`src/rtl/fetch_unit.sv`:
```
// Instruction-fetch stage: owns PC and IR, runs the ibus req/ack handshake.
// Optional ack watchdog enabled by defining FETCH_TIMEOUT_EN.
//
// state   | meaning
// F_IDLE  | no fetch outstanding
// F_WAIT  | request on the bus, waiting for ack
// F_FULL  | fetched word parked in the buffer, waiting for load_ir
// F_DRAIN | request flushed by a PC update; swallow the ack
module fetch_unit #(
    parameter int              XLEN           = 32,
    parameter logic [XLEN-1:0] RESET_PC       = '0,
    parameter logic [31:0]     NOP_INSN       = 32'h0000_0013,
    parameter int              TIMEOUT_CYCLES = 16
) (
    input  logic            clk,
    input  logic            rst,
    input  logic            en_iaddr,
    input  logic            load_ir,
    input  logic            enable_pc_counter,
    input  logic            pc_load,
    input  logic [XLEN-1:0] pc_target,
    output logic [XLEN-1:0] ibus_addr,
    output logic            ibus_req,
    input  logic [31:0]     ibus_rdata,
    input  logic            ibus_ack,
    output logic [31:0]     ir,
    output logic [6:0]      opcode,
    output logic [XLEN-1:0] pc,
    output logic [XLEN-1:0] next_pc,
    output logic            stall,
    output logic            misaligned,
    output logic            fetch_err
);

    typedef enum logic [1:0] {F_IDLE, F_WAIT, F_FULL, F_DRAIN} state_t;

    state_t          state, state_nxt;
    logic [XLEN-1:0] req_addr, req_addr_nxt;
    logic [XLEN-1:0] pc_nxt;
    logic [31:0]     ir_nxt;
    logic [31:0]     fetch_buf, fetch_buf_nxt;
    logic            misaligned_nxt;
    logic            stall_raw;
    logic            wd_expire;

`ifdef FETCH_TIMEOUT_EN
    localparam int WD_W = $clog2(TIMEOUT_CYCLES + 1);

    logic [WD_W-1:0] watchdog, watchdog_nxt;
    logic            waiting;

    assign waiting      = (state == F_WAIT || state == F_DRAIN) && !ibus_ack;
    assign wd_expire    = waiting && (watchdog == WD_W'(TIMEOUT_CYCLES - 1));
    assign watchdog_nxt = (waiting && !wd_expire) ? watchdog + WD_W'(1) : '0;

    always_ff @(posedge clk) begin
        if (!rst) begin
            watchdog  <= '0;
            fetch_err <= 1'b0;
        end else begin
            watchdog  <= watchdog_nxt;
            fetch_err <= fetch_err | wd_expire;
        end
    end

    // After a bus timeout the core runs the NOP in IR rather than hanging.
    assign stall = stall_raw & ~fetch_err;
`else
    assign wd_expire = 1'b0;
    assign fetch_err = 1'b0;
    assign stall     = stall_raw;
`endif

    assign ibus_addr = req_addr;
    assign ibus_req  = (state == F_WAIT) || (state == F_DRAIN);
    assign stall_raw = load_ir && !((state == F_FULL) || (state == F_WAIT && ibus_ack));
    assign opcode    = ir[6:0];
    assign next_pc   = pc + XLEN'(4);

    always_comb begin
        pc_nxt         = pc;
        misaligned_nxt = misaligned;
        if (enable_pc_counter) begin
            pc_nxt = pc_load ? {pc_target[XLEN-1:2], 2'b00} : next_pc;
            if (pc_load && (pc_target[1:0] != 2'b00))
                misaligned_nxt = 1'b1;
        end
    end

    always_comb begin
        state_nxt     = state;
        req_addr_nxt  = req_addr;
        ir_nxt        = ir;
        fetch_buf_nxt = fetch_buf;
        case (state)
            F_IDLE: begin
                if (en_iaddr) begin
                    state_nxt    = F_WAIT;
                    req_addr_nxt = pc;
                end
            end
            F_WAIT: begin
                // A completing load wins over a same-cycle flush.
                if (ibus_ack) begin
                    if (load_ir) begin
                        ir_nxt    = ibus_rdata;
                        state_nxt = F_IDLE;
                    end else if (enable_pc_counter) begin
                        state_nxt = F_IDLE;
                    end else begin
                        fetch_buf_nxt = ibus_rdata;
                        state_nxt     = F_FULL;
                    end
                end else if (enable_pc_counter) begin
                    state_nxt = F_DRAIN;
                end
            end
            F_FULL: begin
                if (load_ir) begin
                    ir_nxt    = fetch_buf;
                    state_nxt = F_IDLE;
                end else if (enable_pc_counter) begin
                    state_nxt = F_IDLE;
                end
            end
            F_DRAIN: begin
                if (ibus_ack)
                    state_nxt = F_IDLE;
            end
            default: state_nxt = F_IDLE;
        endcase
        if (wd_expire) begin
            state_nxt = F_IDLE;
            ir_nxt    = NOP_INSN;
        end
    end

    always_ff @(posedge clk) begin
        if (!rst) begin
            state      <= F_IDLE;
            pc         <= RESET_PC;
            ir         <= NOP_INSN;
            req_addr   <= RESET_PC;
            fetch_buf  <= '0;
            misaligned <= 1'b0;
        end else begin
            state      <= state_nxt;
            pc         <= pc_nxt;
            ir         <= ir_nxt;
            req_addr   <= req_addr_nxt;
            fetch_buf  <= fetch_buf_nxt;
            misaligned <= misaligned_nxt;
        end
    end

endmodule

```
`config.mk`:
```
export PLATFORM = sky130hd
export DESIGN_NAME = fetch_unit
export DESIGN_NICKNAME = d
export VERILOG_FILES = /design/src/rtl/fetch_unit.sv
export SDC_FILE = /design/constraint.sdc
export NUM_CORES = 1
export LEC_CHECK = 0
export CORE_UTILIZATION = 50
export DETAILED_ROUTE_END_ITERATION = 16
export PLACE_DENSITY = 0.89
export SLEW_MARGIN = 20
export SYNTH_ARGS = -nofsm -noshare
export SYNTH_HDL_FRONTEND = slang
export SYNTH_SLANG_ARGS = --single-unit
```
`constraint.sdc`:
```
create_clock -name clk -period 4.3 [get_ports clk]
set_input_delay 0.645 -clock clk [delete_from_list [all_inputs] [get_ports clk]]
set_output_delay 0.645 -clock clk [all_outputs]
set_load 0.005 [all_outputs]
```
## After elaboration in Yosys (flattened, before gate mapping)

Index checks and enable logic that the tools add are counted.

| operators by class | value |
|---|---|
| add/subtract/negate cells | 1 |
| equality and inequality tests | 10 |
| reductions and logical operators | 14 |
| muxes and demuxes | 14 |
| bitwise gates (word level) | 2 |

Operator list:

| operator | count |
|---|---|
| $mux 32 | 4 |
| $pmux 32 s2 | 1 |
| $add 32x3->32 const B | 1 |
| $mux 2 | 8 |
| $reduce_and 4->1 | 3 |
| $ne 2x2->1 const B | 5 |
| $pmux 2 s4 | 1 |
| $ne 3x3->1 const B | 2 |
| $eq 2x2->1 const B | 2 |
| $reduce_and 2->1 | 2 |
| $reduce_bool 2->1 | 2 |
| $logic_and 1x1->1 | 3 |
| $eq 2x1->1 const B | 1 |
| $logic_not 2->1 | 1 |
| $logic_or 1x1->1 | 2 |
| $not 1->1 | 2 |
| $logic_not 1->1 | 1 |

| word-level totals | value |
|---|---|
| output and inout bits | 139 |
| register bits | 131 |
| input bits | 71 |
| logic and storage cells | 47 |

## Logic depth before layout (Yosys ltp)

| logic depth | value |
|---|---|
| word-level depth | 5 |
| depth in mapped cells | 7 |
| gate-level depth less buffers | 5 |

## Worst setup path after synthesis

Ideal clock, no wire load.

| timing | value |
|---|---|
| path kind | flip-flop to output port |
| start | reg pc[3] |
| end | out next_pc[20] |
| data arrival time | 1.869 ns |
| stages on the path, launching flop included | 7 |
| path buffers | 1 |
| path slack | 1.786 ns |
| data required time | 3.655 ns |
| path through | dfxtp_1 > ha_1 > clkbuf_1 > nand4_1 > nor4_1 > and3_1 > xor2_1 |

| between the ends | value |
|---|---|
| longest elaborated chain between the ends | 1 |

Ends and longest elaborated chain:

| item | line | source |
|---|---|---|
| start, declared | 28 | `output logic [XLEN-1:0] pc,` |
| start signal, assigned | 148 | `pc <= pc_nxt;` |
| $add 32x3->32 | 78 | `assign next_pc = pc + XLEN'(4);` |
| end, declared | 29 | `output logic [XLEN-1:0] next_pc,` |

Every way passes these cells.

## Worst setup path after layout

| timing | value |
|---|---|
| start | reg pc[2] |
| end | out next_pc[20] |

The elaborated chain is that of the path after synthesis.

==> metrics.txt <==
Primary FF master, synth=dfxtp_1; clk buf depth=2; dominant cells by area after synthesis=dfxtp_1 (41%), nand2_1 (9.4%), a21oi_1 (6.2%); MaxCap Viol Count=0; worst hold path type=reg2reg; crit-path max FO=11; initial core utilization=between 50% and 60%; EDFF count, synth=0; layout cell share with drive strength beyond 1=under 10%; LEAKAGE=between 3 and 4 nW; WL final=18900 um; Multi-input gate area=between 3000 and 4000 um^2; Max VDD drop=~0.25 mV; Placeable Area=~12000 um^2; fin crit period=between 3 and 4 ns; H-tree Lvls=4; #FFs+latches synth=approximately 130; Starting DRT DRC Count=between 500 and 600; post-synthesis sequential area ratio=40.6%; CTS Root Cell=clkbuf_16; crit path DAT=roughly 3.3 ns; outcome=finished, final reports clean; CP max stage cell=nor4_1; worst hold margin=0.452 ns; RePlAce Congestion=approximately 0.9; clk_skew=0.00838 ns; WL per Instance=16.9 um; Die Y-Extent=~110 um; Worst Setup Start Kind=flip-flop; worst slew pin tran=around 0.85 ns; largest net degree at the start of global routing=70; Synth area leader=dfxtp_1; Worst-path clk slew=~0.060 ns; Die X-Extent=approximately 110 um; fmax=256 MHz; most frequent cells in the layout=clkdlybuf4s50_1 (201), nand2_1 (154), dfxtp_1 (127); Post-synth ARST share=0%; Rows=40; # DRC=0; hpwl dp=~13000 um; Sink Count=~130; Layout area overhead=41.3%; Slew Limit Fails=0; die area=~13000 um^2; synthesized instance count=791; GR Util All Layers=between 20% and 30%; IO Pins=210; CP endpoint kind=primary output; FILL cells=~930; 1st-pass router iterations=5; cts repair resizes=0; hold buffers post-CTS=0; Critical Path, Cell by Cell=ha_1, nand4_1, nor4_1, and3_1, xor2_1, clkdlybuf4s50_1; Yosys cell types=57; Overflow after GRT=0; CTS Buf Count=17; Via Count=about 6400; Setup TNS=0 ns; Synth Warn #=0; drt via density=5.73; CTS tree=done; vias in the first global route=just under 6000; final net count=around 1000; worst path required time=approximately 3.7 ns; Setup Crit Path Kind=reg2out; Power per Cell Area=365 nW/um^2; Avg Synthesized Cell Area=slightly below 8 um^2; antenna fix cells=0; initial antenna violation count=0; Antenna Nets Post-Route=0; commonest non-fill, non-tap cell in the layout=clkdlybuf4s50_1; Port Buffers=about 200; Worst-Skew Late Latency=around 0.42 ns; slowest cell delay on critical path=between 0.6 and 0.7 ns; # setup viols final=0; Synth top area share=between 40% and 50%; Synth Cell Area=roughly 6300 um^2; RSZ-0062 raised after global routing=false; first-pass GRT wire length=~29000 um; slew margin rel.=43.0%; # Post-CTS Setup Buffers=0; final hold violation count=0; register area=2540 um^2; final worst-path cycle share=91.0%
-- layout make-up --
type	count	area share (%)
Multi-Input combinational cell	569	37.3
Sequential cell	127	28.8
Timing Repair Buffer	214	24.0
Clock buffer	19	5.12
Tap cell	168	2.38
Clock inverter	13	1.97
Inverter	11	0.481
-- metal layers --
layer  global-route usage (%)  part of all wire, %  vias to the layer above  wire (um)
met5                        0                    0                        -          0
met4                     14.2                  3.0                        0        571
met3                     8.40                  8.5                       48       1610
met2                     45.9                   47                      311       8880
met1                     36.4                   41                     3019       7840
li1                         -                    -                     3045          -
-- critical path: cells and delay by family, from the launching register on --
kind	cells	cell delay (ns)
AND/OR/NAND/NOR	3	1.11
flip-flops	1	0.55
buffers and inverters	1	0.53
adder cells (fa/ha/maj)	1	0.49
XOR/XNOR	1	0.17
-- synthesized netlist by cell type, types with 3 or more instances --
| library cell | instances |
|---|---|
| a211oi_1 | 32 |
| a21oi_1 | 77 |
| a22o_1 | 5 |
| a22oi_1 | 9 |
| a31o_2 | 3 |
| a31oi_1 | 13 |
| a32o_1 | 6 |
| and2_1 | 3 |
| and3_1 | 12 |
| buf_2 | 17 |
| buf_4 | 14 |
| clkbuf_1 | 56 |
| clkbuf_2 | 3 |
| dfxtp_1 | 127 |
| inv_1 | 10 |
| mux2_2 | 4 |
| mux2i_1 | 37 |
| nand2_1 | 156 |
| nand2b_1 | 5 |
| nand3_1 | 21 |
| nand3b_1 | 6 |
| nand4_1 | 14 |
| nor2_1 | 59 |
| nor2b_1 | 5 |
| nor3_1 | 8 |
| nor4_1 | 12 |
| o21a_1 | 3 |
| o21ai_0 | 17 |
| xnor2_1 | 18 |
| xor2_1 | 9 |
-- final timing paths --
path / end / cells after the start / start / slack (ns)
worst max-delay path: next_pc[20] / 6 / pc[2] / 0.39
worst max register to register: pc[20] / 5 / pc[2] / 1.96
worst min register to register: fetch_buf[21] / 2 / fetch_buf[21] / 0.45
worst min-delay path: fetch_buf[21] / 2 / fetch_buf[21] / 0.45
-- through the flow --
stage	cells	instance area (um^2)	util, %	power [mW]	worst slack [ns]
after floorplan	797	6280	-	1.49	1.79
after global placement	1089	8210	67.8	1.71	1.14
after detailed placement	1089	8210	67.8	1.72	0.945
after CTS	1121	8840	73.0	3.23	0.466
after global routing	1121	8840	73.0	3.33	0.252
final	1121	8840	73.0	3.23	0.387
-- report_power, final --
part | total [mW] | leakage, nW | switching (mW) | internal, mW
clock | 1.52 | 0.298 | 0.569 | 0.954
sequential | 1.29 | 1.03 | 0.0628 | 1.22
combinational | 0.419 | 1.94 | 0.185 | 0.233
total | 3.23 | 3.27 | 0.817 | 2.41
-- state kept, by name, indices dropped and copies added, names as in the netlist --
register    count
ir             32
ibus_addr      30
misaligned      1
fetch_buf      32
state           2
pc             30
-- logic make-up after synthesis --
group | Yosys count | share of synthesized area, %
buf+inv | 101 | 7.30
flops | 127 | 40.6
compound gates | 179 | 18.1
xor+xnor | 27 | 3.78
other cells | 1 | 0.0599
mux | 41 | 6.64
fa+ha+maj | 1 | 0.200
simple gates | 314 | 23.3
Note: power is estimated with default switching activity, not from simulation.
